**config.mk**
```make
export PLATFORM = sky130hd
export DESIGN_NAME = mv_host_ctrl
export DESIGN_NICKNAME = d
export VERILOG_FILES = /design/src/rtl/mv_host_ctrl.sv
export SDC_FILE = /design/constraint.sdc
export NUM_CORES = 1
export LEC_CHECK = 0
export ABC_CLOCK_PERIOD_IN_PS = 1790
export CAP_MARGIN = 15
export CORE_ASPECT_RATIO = 0.5
export CORE_MARGIN = 1
export CORE_UTILIZATION = 37
export DETAILED_ROUTE_END_ITERATION = 16
export PLACE_DENSITY = 0.78
export SYNTH_ARGS = -nofsm -noshare
export SYNTH_HDL_FRONTEND = slang
export SYNTH_SLANG_ARGS = --single-unit
```
**constraint.sdc**
```tcl
create_clock -name clk -period 1.79 [get_ports clk]
set_input_delay 0.179 -clock clk [delete_from_list [all_inputs] [get_ports clk]]
set_output_delay 0.179 -clock clk [all_outputs]
set_load 0.05 [all_outputs]
```
**src/rtl/mv_host_ctrl.sv**
```systemverilog
// Host-side controller for matrixvect_mult: start handshake, then drain both y banks onto a valid/ready stream.
// Optional handshake watchdog enabled by defining MV_TIMEOUT_EN.
module mv_host_ctrl #(
    parameter int unsigned ADDR_Y_SIZE    = 12,
    parameter int unsigned WORDS_PER_BANK = 64,
    parameter int unsigned TIMEOUT_CYCLES = 65535
) (
    input  logic                   clk,
    input  logic                   reset,
    input  logic                   start_req,
    output logic                   busy,
    output logic                   done_pulse,
    output logic                   err,
    output logic [31:0]            ps_control,
    input  logic [31:0]            pl_status,
    output logic [ADDR_Y_SIZE-1:0] bram_addr_y,
    input  logic [31:0]            bram_rddata_y1,
    input  logic [31:0]            bram_rddata_y2,
    output logic [31:0]            bram_wrdata_y,
    output logic [3:0]             bram_we_y,
    output logic [31:0]            out_data,
    output logic                   out_valid,
    input  logic                   out_ready,
    output logic                   out_last
);

    localparam int unsigned IDX_W = $clog2(WORDS_PER_BANK) + 1;

    if (WORDS_PER_BANK == 0 || TIMEOUT_CYCLES == 0 ||
        4 * WORDS_PER_BANK > 2 ** ADDR_Y_SIZE) begin : g_bad_params
        $error("mv_host_ctrl: invalid parameter combination");
    end

    typedef enum logic [2:0] {
        S_IDLE, S_START, S_ACK, S_RD_ISSUE, S_RD_WAIT, S_EMIT1, S_EMIT2
    } state_t;

    state_t                 state, state_nxt;
    logic [IDX_W-1:0]       idx, idx_nxt;
    logic [31:0]            h2, h2_nxt;
    logic [31:0]            out_data_nxt;
    logic [ADDR_Y_SIZE-1:0] addr_nxt;
    logic                   busy_nxt, done_nxt, err_nxt, ps_start_nxt;
    logic                   out_valid_nxt, out_last_nxt;
    logic                   hs, last_word, pl_done, timeout_hit;
    logic                   unused_pl;

    assign hs        = out_valid & out_ready;
    assign last_word = (idx == IDX_W'(WORDS_PER_BANK - 1));
    assign pl_done   = pl_status[0];
    assign unused_pl = &{1'b0, pl_status[31:1]};

    assign bram_wrdata_y = '0;
    assign bram_we_y     = '0;

`ifdef MV_TIMEOUT_EN
    localparam int unsigned TO_W = $clog2(TIMEOUT_CYCLES + 1);
    logic [TO_W-1:0] to_cnt;

    // Watchdog counts cycles spent in the current START/ACK visit.
    always_ff @(posedge clk or negedge reset) begin
        if (!reset) begin
            to_cnt <= '0;
        end else if (state_nxt != state) begin
            to_cnt <= '0;
        end else if (state == S_START || state == S_ACK) begin
            to_cnt <= to_cnt + TO_W'(1);
        end
    end

    assign timeout_hit = (state == S_START || state == S_ACK) &&
                         (to_cnt == TO_W'(TIMEOUT_CYCLES - 1));
`else
    assign timeout_hit = 1'b0;
`endif

    // State and registered outputs
    always_ff @(posedge clk or negedge reset) begin
        if (!reset) begin
            state       <= S_IDLE;
            idx         <= '0;
            h2          <= '0;
            busy        <= 1'b0;
            done_pulse  <= 1'b0;
            err         <= 1'b0;
            ps_control  <= '0;
            bram_addr_y <= '0;
            out_data    <= '0;
            out_valid   <= 1'b0;
            out_last    <= 1'b0;
        end else begin
            state       <= state_nxt;
            idx         <= idx_nxt;
            h2          <= h2_nxt;
            busy        <= busy_nxt;
            done_pulse  <= done_nxt;
            err         <= err_nxt;
            ps_control  <= {31'b0, ps_start_nxt};
            bram_addr_y <= addr_nxt;
            out_data    <= out_data_nxt;
            out_valid   <= out_valid_nxt;
            out_last    <= out_last_nxt;
        end
    end

    // Next-state and word index
    always_comb begin
        state_nxt = state;
        idx_nxt   = idx;
        case (state)
            S_IDLE:     if (start_req) state_nxt = S_START;
            S_START: begin
                if (pl_done)          state_nxt = S_ACK;
                else if (timeout_hit) state_nxt = S_IDLE;
            end
            S_ACK: begin
                if (!pl_done) begin
                    state_nxt = S_RD_ISSUE;
                    idx_nxt   = '0;
                end else if (timeout_hit) begin
                    state_nxt = S_IDLE;
                end
            end
            S_RD_ISSUE: state_nxt = S_RD_WAIT;
            S_RD_WAIT:  state_nxt = S_EMIT1;
            S_EMIT1:    if (hs) state_nxt = S_EMIT2;
            S_EMIT2: begin
                if (hs) begin
                    if (last_word) begin
                        state_nxt = S_IDLE;
                    end else begin
                        state_nxt = S_RD_ISSUE;
                        idx_nxt   = idx + IDX_W'(1);
                    end
                end
            end
            default:    state_nxt = S_IDLE;
        endcase
    end

    // Next values of the registered outputs, derived from the upcoming state
    always_comb begin
        busy_nxt      = (state_nxt != S_IDLE);
        ps_start_nxt  = (state_nxt == S_START);
        out_valid_nxt = (state_nxt == S_EMIT1) || (state_nxt == S_EMIT2);
        out_last_nxt  = (state_nxt == S_EMIT2) && (idx_nxt == IDX_W'(WORDS_PER_BANK - 1));
        done_nxt      = (state == S_EMIT2) && hs && last_word;
        err_nxt       = err | (timeout_hit && state_nxt == S_IDLE);
        h2_nxt        = h2;
        out_data_nxt  = out_data;
        addr_nxt      = bram_addr_y;
        if (state == S_RD_WAIT) begin
            out_data_nxt = bram_rddata_y1;
            h2_nxt       = bram_rddata_y2;
        end else if (state == S_EMIT1 && hs) begin
            out_data_nxt = h2;
        end
        if (state_nxt == S_RD_ISSUE) begin
            addr_nxt = ADDR_Y_SIZE'({idx_nxt, 2'b00});
        end
    end

endmodule

```
# Yosys cells after proc, flatten, opt, wreduce, memory -nomap -nowiden
# Cells that the tools add are included.
# word_totals
reg_bits	86
in_bits	100
wordCells	45
# op_classes
n_addsub	1
eq_ne	12
mux	13
bitwise	1
n_reduce_logical	8
# ops
operator	n
two-way mux 32 bit	2
two-way mux 7 bit	3
case mux 3 bit (7 select lines)	1
equality test 3 bit (second input constant)	5
two-way mux 3 bit	5
equality test 7 x 6 -> 1 bit (second input constant)	2
case mux 7 bit (2 select lines)	1
equality test 3 x 2 -> 1 bit (second input constant)	3
adder 7 x 1 -> 7 bit (second input constant)	1
equality test 3 x 1 -> 1 bit (second input constant)	2
logical AND 1 bit	4
logical NOT 3 bit	1
nonzero test 3 bit	1
two-way mux 2 bit	1
nonzero test 2 bit	1
AND 1 bit	1
logical OR 1 bit	1

# Logic depth before layout (Yosys ltp)
# Gate-level depths: netlist of run 1.
# logic_depth
word_depth	6
mapped_depth	8

# Worst setup path after synthesis of run 1
# No wires, ideal clock.
# synth_path
kind	reg-to-reg
from	register out_valid
to	register bram_addr_y[7]
setup_time_ns	0.125
t_arrival_ns	1.845
t_required_ns	1.665
slack_ns	-0.180
stages_incl_launch_ff	6
period_less_slack_ns	1.970
path_cell_list	dfrtp_1 > and4b_2 > o211ai_4 > o211a_1 > or2_1 > mux2_2
# synth_via
elab_cells_between_ends	7
# synth_rtl
item	line_no	source
from (decl)	22	output logic out_valid,
from (signal assigned)	101	out_valid <= out_valid_nxt;
AND 1 bit	48	assign hs = out_valid & out_ready;
two-way mux 7 bit	128	if (hs) begin
case mux 7 bit (2 select lines)	110	case (state)
via idx_nxt[5]	39	logic [IDX_W-1:0] idx, idx_nxt;
to (signal assigned)	99	bram_addr_y <= addr_nxt;
to (decl)	16	output logic [ADDR_Y_SIZE-1:0] bram_addr_y,
# The timed path passes the listed nets, and every way through them passes these cells.
# A chain may end at the register's enable or synchronous reset.

# Final worst setup path of run 1
# layout_path
from	register idx[1]
to	register busy
# layout_via
elab_chain_len	5
# layout_lines
item	line_no	source
from (decl)	39	
from (signal assigned)	93	idx <= idx_nxt;
equality test 7 x 6 -> 1 bit	49	assign last_word = (idx == IDX_W'(WORDS_PER_BANK - 1));
two-way mux 2 bit	129	if (last_word) begin
two-way mux 3 bit	128	
case mux 3 bit (7 select lines)	110	
via state_nxt[0]	38	state_t state, state_nxt;
nonzero test 3 bit	143	busy_nxt = (state_nxt != S_IDLE);
via busy_nxt	43	logic busy_nxt, done_nxt, err_nxt, ps_start_nxt;
to (signal assigned)	95	busy <= busy_nxt;
to (decl)	11	output logic busy,
# The timed path passes the listed nets, and every way through them passes these cells.

==> results.yml, run 1 <==
timing:
  clock.fmax_mhz: 546
  worst_slack_ps: -40.9
  setup_viol: 2
  clock_skew_ps: 5.41
  rsz0062_at_grt: "true"
  fin_crit_sh: 1.02
  drv_slew: 0
  period_minus_slack_ps: 1830
  fin_setup_tns_ps: -59.2
  worst_pin_slew_ps: 550
  hold_viol_final: 0
  max_slew_margin: 0.632
synth:
  yosysTopAreaCellShare: 0.499
  ys_warn_count: 0
  synth.distinct_cells: 43
  synth_xor_area_frac: 0.00203
  synth-seq-area-share: 0.499
  avgSynthCellArea_um2: 11.2
  ys_seq_elements: 86
  syn_area_um2: 4310
  synth-simple-area-share: 0.0804
  synth_compound_area_frac: 0.0847
  syn_inst: 385
  post_synth_mux_area_share: 0.176
  synth_area_leaders: "dfrtp_1 (50%), buf_4 (13%), mux2_2 (9.7%), mux2i_1 (7.9%), o21ai_0 (4.1%)"
  synth_top_family_by_area: "multiplexers"
  synth_largest_area_cell: "dfrtp_1"
  yosys.area_share.adder: 0.00290
global_routing:
  grt_pass1_wl_mm: 14.4
  grtUsageTotal: 0.154
  grt_max_degree: 65
  grt_overflow: 0
  antenna_found_initial: 0
  grt_pass1_vias: 2829
floorplan:
  rows: 27
  die_x_um: 155
  start_util: 0.386
  die_h_um: 78.3
  ios: 217
  dieArea_um2: 12100
  core_um2: 11200
clocking:
  path_clk_slew_ps: 60
  clock_path_buffers: 2
  h-tree-depth: 3
  clkLatencyLatePin_ps: 330
  clkSinkCount: 86
  cts_tree: "done"
  cts_root_buf: "clkbuf_16"
  cts_buffers: 9
final_layout:
  fin_nets: 621
  syn_to_final_growth_pct: 36.7
  nFillCells: 920
  drive_gt1_frac: 0.192
  final_common_cell: "clkdlybuf4s50_1"
  final_cell_mix: "clkdlybuf4s50_1 (111), dfrtp_1 (85), conb_1 (73), nand2_1 (39), mux2_2 (37)"
  fin_util: 0.527
  finalNonFillerCells: 684
  num_antenna_cells: 0
drt:
  initialDrtViolationCount: 193
  vias: 3012
  vias_per_cell: 4.40
  first_pass_iters: 4
  drc: 0
  ant_nets: 0
  wl_per_cell_um: 13.3
  drt-total-wl_mm: 9.12
min_path:
  hold_path_class: "in2async"
critical_path:
  criticalPathCategory: "reg2reg"
  worstPathArrival_ps: 2040
  start_kind: "flop"
  crit_path_max_fanout: 6
  crit_path_end_kind: "flop"
  cp.required_ps: 2000
place:
  dp_cells: 666
  place.detailed.hpwl_mm: 6.58
  port-buffer-count: 112
  gp_congestion: 0.875
power:
  pwr_density_cell_nw_per_um2: 1760
  vdd_drop_max_mv: 0.656
  p_leak_nw: 2.59
job:
  drv_cap: 0
status:
  status: "complete, but fails checks"
  violations: "negative setup slack"
-- cells by family (layout without fill, tap and decap cells) --
kind of cell,after synthesis,in the layout
AND/OR/NAND/NOR,72,72
adder cells (fa/ha/maj),1,1
XOR/XNOR,1,1
other,1,73
buffers and inverters,96,164
multiplexers,71,71
AO/OA/AOI/OAI,57,57
flip-flops,86,86
-- layer usage --
layer	part of all wire	up-vias	GRT usage
met2	0.52	101	0.275
li1	-	1441	-
met5	0	-	0
met3	0.037	8	0.0353
met1	0.43	1462	0.186
met4	0.012	0	0.0465
-- area by class of cell --
type / instances / area [um^2] / share of cell area
clock buffer: 13 / 260 / 0.0441
multi-input combinational: 275 / 1840 / 0.312
inverter: 5 / 18.8 / 0.00318
sequential: 86 / 2150 / 0.365
tap: 159 / 199 / 0.0337
timing repair buffer: 143 / 1410 / 0.239
clock inverter: 3 / 18.8 / 0.00318
-- final timing paths --
path | depth (start not counted) | endpoint | slack, ps | from
hold / removal | 2 | idx[1] | 390 | reset
setup / recovery | 6 | busy | -40 | idx[1]
setup reg to reg | 6 | busy | -40 | idx[1]
hold reg to reg | 2 | out_data[25] | 470 | out_data[25]
min in group clk | 2 | h2[27] | 450 | bram_rddata_y2[27]
max in group asynchronous | 3 | out_data[11] | 740 | reset
-- cell usage after synthesis (all sizes together) --
library cell and instances:
o22ai 1, nand2 39, a211o 3, a22oi 1, o31a 1, o2bb2ai 1
nand2b 5, o211ai 1, a21oi 3, and2 2, a211oi 1, ha 1
o21ai 38, conb 1, and4b 1, nand4b 1, nor2 8, buf 84
dfrtp 86, mux2i 34, inv 5, nor4bb 1, a311oi 1, o21a 1
or2 2, mux2 37, a21boi 1, o211a 2, nor3 7, a31o 1
xnor2 1, a2111oi 1, clkbuf 7, nand3 2, or3 1, nand4 1
nand3b 2
-- metrics by stage --
stage	area, um^2	setup WS, ps	power (mW)	hold slack, ps
final	5900	-40.9	10.4	391
after global routing	5900	-91.8	11.0	438
after CTS	5870	-11.5	10.4	401
after detailed placement	5540	-209	8.59	188
after global placement	5540	-163	8.46	178
after floorplan	4590	-8.11	7.00	-117
-- sequential cells by signal (all words and copies together) (netlist names) --
register     flops
out_valid        1
idx              7
busy             1
state            3
out_last         1
out_data        32
h2              32
done_pulse       1
bram_addr_y      7
ps_control       1
-- worst max-delay path, cell delays in order (launching register included) --
cell       delay (ps)
dfrtp_1           400
ha_4              170
nand3_4           120
or2_4             280
o2bb2ai_4         120
a211o_1           270
or3_1             350
-- power by group --
group,leakage (nW),internal [mW],switching (mW)
clock network,0.140,1.01,0.726
registers,1.07,2.80,0.466
logic,1.38,2.17,3.22
total,2.59,5.99,4.41
-- repair_timing --
action	CTS	global route
setup buffers	1	0
gates cloned	0	0
pin swaps	1	4
hold endpoints to repair	37	0
hold buffers	1	0
endpoints found under the setup margin	3	8
resized for setup	8	5
Power figures use the tool's default switching activity.
==> inputs of run 2 (changes only) <==
--- a/config.mk
+++ b/config.mk
@@ -11,6 +11,7 @@
 export CORE_MARGIN = 1
 export CORE_UTILIZATION = 37
 export DETAILED_ROUTE_END_ITERATION = 16
+export HOLD_SLACK_MARGIN = 0.05
 export PLACE_DENSITY = 0.78
 export SYNTH_ARGS = -nofsm -noshare
 export SYNTH_HDL_FRONTEND = slang
==> results of run 2 <==
No change in the layout: final DEF, timing and power equal those of run 1.
